`config.mk`:
```
export PLATFORM = sky130hd
export DESIGN_NAME = inst_buffer
export DESIGN_NICKNAME = d
export VERILOG_FILES = /design/src/rtl/inst_buffer.sv
export SDC_FILE = /design/constraint.sdc
export NUM_CORES = 1
export LEC_CHECK = 0
export CAP_MARGIN = 15
export CORE_ASPECT_RATIO = 2
export CORE_MARGIN = 2
export CORE_UTILIZATION = 43
export DETAILED_ROUTE_END_ITERATION = 8
export HOLD_SLACK_MARGIN = 0.06
export PLACE_DENSITY_LB_ADDON = 0.25
export SLEW_MARGIN = 30
export SYNTH_ARGS = -nofsm -noshare
export SYNTH_HDL_FRONTEND = slang
export SYNTH_SLANG_ARGS = --single-unit
```
`constraint.sdc`:
```
create_clock -name clock -period 12.5 [get_ports clock]
set_clock_uncertainty 0.05 [all_clocks]
set_input_delay 1.25 -clock clock [delete_from_list [all_inputs] [get_ports clock]]
set_output_delay 1.25 -clock clock [all_outputs]
set_load 0.005 [all_outputs]
```
`src/rtl/inst_buffer.sv`:
```
// Circular instruction buffer between fetch and decode, WIDTH slots per side.
// Optional same-cycle empty bypass is compiled in when INST_BUFFER_BYPASS_EN is defined.
module inst_buffer #(
    parameter int WIDTH = 2,
    parameter int DEPTH = 8
) (
    input  logic                           clock,
    input  logic                           reset,
    input  logic                           flush,
    input  logic [WIDTH-1:0]               in_valid,
    input  logic [WIDTH-1:0][31:0]         in_inst,
    input  logic [WIDTH-1:0][31:0]         in_pc,
    output logic [WIDTH-1:0]               in_avail,
    output logic [WIDTH-1:0]               out_valid,
    output logic [WIDTH-1:0][31:0]         out_inst,
    output logic [WIDTH-1:0][31:0]         out_pc,
    input  logic [WIDTH-1:0]               out_ready,
    output logic [$clog2(DEPTH+1)-1:0]     count
);
    localparam int AW = $clog2(DEPTH);
    localparam int CW = $clog2(DEPTH + 1);
    localparam int SW = $clog2(WIDTH + 1);

    logic [AW-1:0]    r_head;
    logic [AW-1:0]    r_tail;
    logic [CW-1:0]    r_count;
    logic [31:0]      r_mem_inst [DEPTH];
    logic [31:0]      r_mem_pc   [DEPTH];

    logic [CW-1:0]    w_free;
    logic [WIDTH-1:0] w_acc;
    logic [WIDTH-1:0] w_deq_vec;
    logic [SW-1:0]    w_enq;
    logic [SW-1:0]    w_deq;
    logic [SW-1:0]    w_skip;
    logic             w_byp;
    logic             w_run_in;
    logic             w_run_out;
    logic [AW-1:0]    w_rd_addr;
    logic [WIDTH-1:0] w_wr_en;
    logic [AW-1:0]    w_wr_addr [WIDTH];

    assign count = r_count;

    // Accept side: free-space credit from registered count, contiguous accepted prefix
    always_comb begin
        w_free   = CW'(DEPTH) - r_count;
        w_run_in = 1'b1;
        w_enq    = {SW{1'b0}};
        for (int i = 0; i < WIDTH; i++) begin
            in_avail[i] = (w_free > CW'(i)) && !flush;
            w_run_in    = w_run_in && in_valid[i] && in_avail[i];
            w_acc[i]    = w_run_in;
            w_enq       = w_enq + SW'(w_run_in);
        end
    end

    // Decode side: present oldest entries (or bypassed input when empty), contiguous dequeue prefix
    always_comb begin
        w_byp = 1'b0;
`ifdef INST_BUFFER_BYPASS_EN
        w_byp = (r_count == {CW{1'b0}}) && !flush;
`endif
        w_run_out = 1'b1;
        w_deq     = {SW{1'b0}};
        w_rd_addr = {AW{1'b0}};
        for (int i = 0; i < WIDTH; i++) begin
            w_rd_addr = r_head + AW'(i);
            if (w_byp) begin
                out_valid[i] = w_acc[i];
                out_inst[i]  = in_inst[i];
                out_pc[i]    = in_pc[i];
            end else begin
                out_valid[i] = (r_count > CW'(i)) && !flush;
                out_inst[i]  = r_mem_inst[w_rd_addr];
                out_pc[i]    = r_mem_pc[w_rd_addr];
            end
            w_run_out    = w_run_out && out_valid[i] && out_ready[i];
            w_deq_vec[i] = w_run_out;
            w_deq        = w_deq + SW'(w_run_out);
        end
        w_skip = w_byp ? w_deq : {SW{1'b0}};
    end

    // Write enables: bypassed-and-consumed slots are skipped, the rest pack from tail
    always_comb begin
        for (int k = 0; k < WIDTH; k++) begin
            w_wr_en[k]   = w_acc[k] && (SW'(k) >= w_skip) && !flush;
            w_wr_addr[k] = r_tail + AW'(k) - AW'(w_skip);
        end
    end

    // Pointer and occupancy state; reset outranks flush, flush outranks traffic
    always_ff @(posedge clock) begin
        if (reset) begin
            r_head  <= {AW{1'b0}};
            r_tail  <= {AW{1'b0}};
            r_count <= {CW{1'b0}};
        end else if (flush) begin
            r_head  <= {AW{1'b0}};
            r_tail  <= {AW{1'b0}};
            r_count <= {CW{1'b0}};
        end else begin
            r_head  <= r_head + AW'(w_deq - w_skip);
            r_tail  <= r_tail + AW'(w_enq - w_skip);
            r_count <= r_count + CW'(w_enq) - CW'(w_deq);
        end
    end

    // Entry storage; contents are don't-care after reset so no reset here
    always_ff @(posedge clock) begin
        for (int k = 0; k < WIDTH; k++) begin
            if (w_wr_en[k]) begin
                r_mem_inst[w_wr_addr[k]] <= in_inst[k];
                r_mem_pc[w_wr_addr[k]]   <= in_pc[k];
            end
        end
    end
endmodule

```
==> impl_metrics.ini <==
[global_route]
number_of_antenna_violations_at_the_first_check_in_global_routing = 9
groute.usage.overall_pct = 23.8
grt_start_max_net_pins = 145
globalRouteOverflowTotal = 0
first_global_vias = 19054
grt_pass1_wl_mm = 126

[layout]
syn2layout_area_growth_pct = 16.6
layout_cell_share_with_drive_strength_beyond_1_pct = 51.5
most-common-layout-cells = sky130_fd_sc_hd__edfxtp_1, sky130_fd_sc_hd__mux2_2, sky130_fd_sc_hd__clkdlybuf4s50_1
finish.utilization_pct = 50.7
layout.nets = 2015
mostFrequentLayoutCell = sky130_fd_sc_hd__edfxtp_1
final-instance-count-excl-fill = 2808

[synthesis]
mappedNetlistArea_mm2 = 0.0304
synthCells = 1635
synth_sequential_area_ratio_pct = 51.3
postSynthNetCount = 1786
netlist-cell-type-count = 38
synth-warning-count = 0
synthArstFlopShare_pct = 0
synth.avg_cell_area_um2 = 18.6
ys_seq_elements = 522
most_frequently_used_flop_master_after_synthesis = sky130_fd_sc_hd__edfxtp_1
synth-edff-count = 512

[critical_path]
cp.depth = 4
crit_path_top_delay_cell = sky130_fd_sc_hd__dfxtp_4
reg2reg_from = r_tail[0]
cp_max_fo = 46
endpoint_kind = primary output
critPathCapture = out_pc[39]
critical_path.startpoint_type = flop
critPathBufInv = 2
timing.critical_path.max_delay_family = buffers and inverters
timing.rr.end = r_mem_inst[4][17]
timing_worst_setup_path_type = reg -> out
critPathLaunch = r_head[2]
cpPeakStageDelay_ns = 0.87
crit_path_cell_trace = xor2_4 > buf_4 > mux2_2 > clkdlybuf4s50_1
timing.critical_path.arrival_ns = 4.06
ff2ff_setup_slack_ns = 8.59
worst-r2r-cell-count = 5
crit_required_ns = 11.20

[routing]
antenna_violating_nets_post_route = 0
detailroute.via_count = 17216
finalWirelength_mm = 85.8
detail_route.wl_per_cell_um = 30.5
vias_per_cell = 6.13
first_drt_iteration_drcs = 1143
detailed_router_iteration_count_before_antenna_repair = 5
remaining_drc_errors = 0

[timing]
tightestPinTransition_ns = 0.980
setup_repair_after_global_routing_missed_its_margin = false
worst_slew_margin_rel_pct = 34.7
report.final.hold_viol_count = 0
setup_tns_ns = 0
timing.final.setup_violations = 0
finalWorstPathRequiredPeriod_ns = 5.36
layout_worst_path_cycle_share_pct = 42.9
max_clock_freq_mhz = 187
timing_max_transition_violations_final = 0

[clock_tree]
clkLatencyLatePin_ns = 0.59
clkSlewWorstSetupHoldPaths_ns = 0.07
cts_buffers = 47
h_tree_levels = 2
cts_tree = yes
numClockSinks = 522
cts.hold.buffers_added = 0
clk_path_buf_depth = 3
post_cts.resized_instances = 0
ctsRootBufferMaster = sky130_fd_sc_hd__clkbuf_16
post_cts_repair_timing_setup_buffer_count = 0

[placement]
placed_cells = 2717
place_congestion = 0.769
dp.final_hpwl_mm = 51.4
port-buffer-count = 270

[floorplanning]
die_w_um = 192
core_area_mm2 = 0.0698
floorplan.die.height_um = 380
floorplan.initialDensity_pct = 43.5
num_io_pins = 271
fp-row-count = 137
dieArea_mm2 = 0.0729

[power]
power.density_cell_area_mw_per_mm2 = 109
power.ir.vdd_worst_mv = 0.0864
leakage_nw = 11.3

[job]
maxCapViolCount = 0

[worst_hold_path]
hold_class = reg -> reg

[outcome]
outcome = complete, no violations
[cell families after synthesis]
family	share of synthesized area, %
flops	51.3
buf+inv	2.82
xor+xnor	0.202
fa+ha+maj	0.758
compound gates	0.256
simple gates	0.820
mux	43.8
[flip-flops by register name, summed over array words and instances (netlist names)]
name / count
r_head: 3
r_tail: 3
r_mem_inst: 256
r_mem_pc: 256
count: 4
[worst min-delay path by stage]
stage               startpoint   endpoint  slack, ns  depth (start not counted)
detailed placement   r_tail[2]  r_tail[2]       0.67                          2
global placement     r_tail[1]  r_tail[1]       0.65                          2
global route         r_tail[2]  r_tail[2]       0.75                          2
finish               r_tail[1]  r_tail[1]       0.68                          2
CTS                  r_tail[2]  r_tail[2]       0.69                          2
floorplan            r_head[0]  r_head[0]       0.53                          2
[synth_stat cells, drive strengths merged (6+ instances only)]
library cell	count	area share, %
nor2	10	0.13
inv	13	0.16
mux4	256	19
clkbuf	33	0.41
edfxtp	512	51
buf	96	2.3
mux2	640	25
dfxtp	10	0.66
and2	6	0.12
ha	12	0.49
[worst min-delay path, cell delays in order, from the launching register on]
cell and delay (ns):
sky130_fd_sc_hd__dfxtp_1 0.40, sky130_fd_sc_hd__fa_1 0.18, sky130_fd_sc_hd__and2_1 0.11
[per-stage QoR]
step	power, mW	hold slack [ns]	area (um2)	setup slack, ns
final	3.86	0.677	35400	7.14
after detailed placement	2.51	0.666	33900	7.61
after CTS	3.90	0.687	35300	7.06
after floorplan	2.28	0.528	30400	5.29
after global placement	2.50	0.651	33800	7.63
after global routing	3.99	0.754	35400	7.03
[per-layer routing]
layer | track usage, % | wire length, um
met1 | 29.4 | 32800
met2 | 42.8 | 46100
met3 | 3.09 | 4590
met4 | 7.15 | 2280
met5 | 0 | 30
[power breakdown]
group	internal [mW]	total (mW)	leakage [nW]	switching (mW)
clock network	0.745	1.40	0.697	0.651
registers	1.96	1.98	4.72	0.0172
logic	0.282	0.490	5.91	0.208
[area by class of cell]
class	instances	area [um2]
inverters	13	48.8
fillers	5696	34400
repair buffers	309	3090
clock buffers	59	1240
well taps	903	1130
diodes	7	17.5
clock inverters	24	178
flip-flops and latches	522	15600
multi-input cells	971	14100
No activity file was read; power rests on OpenSTA's default activity.
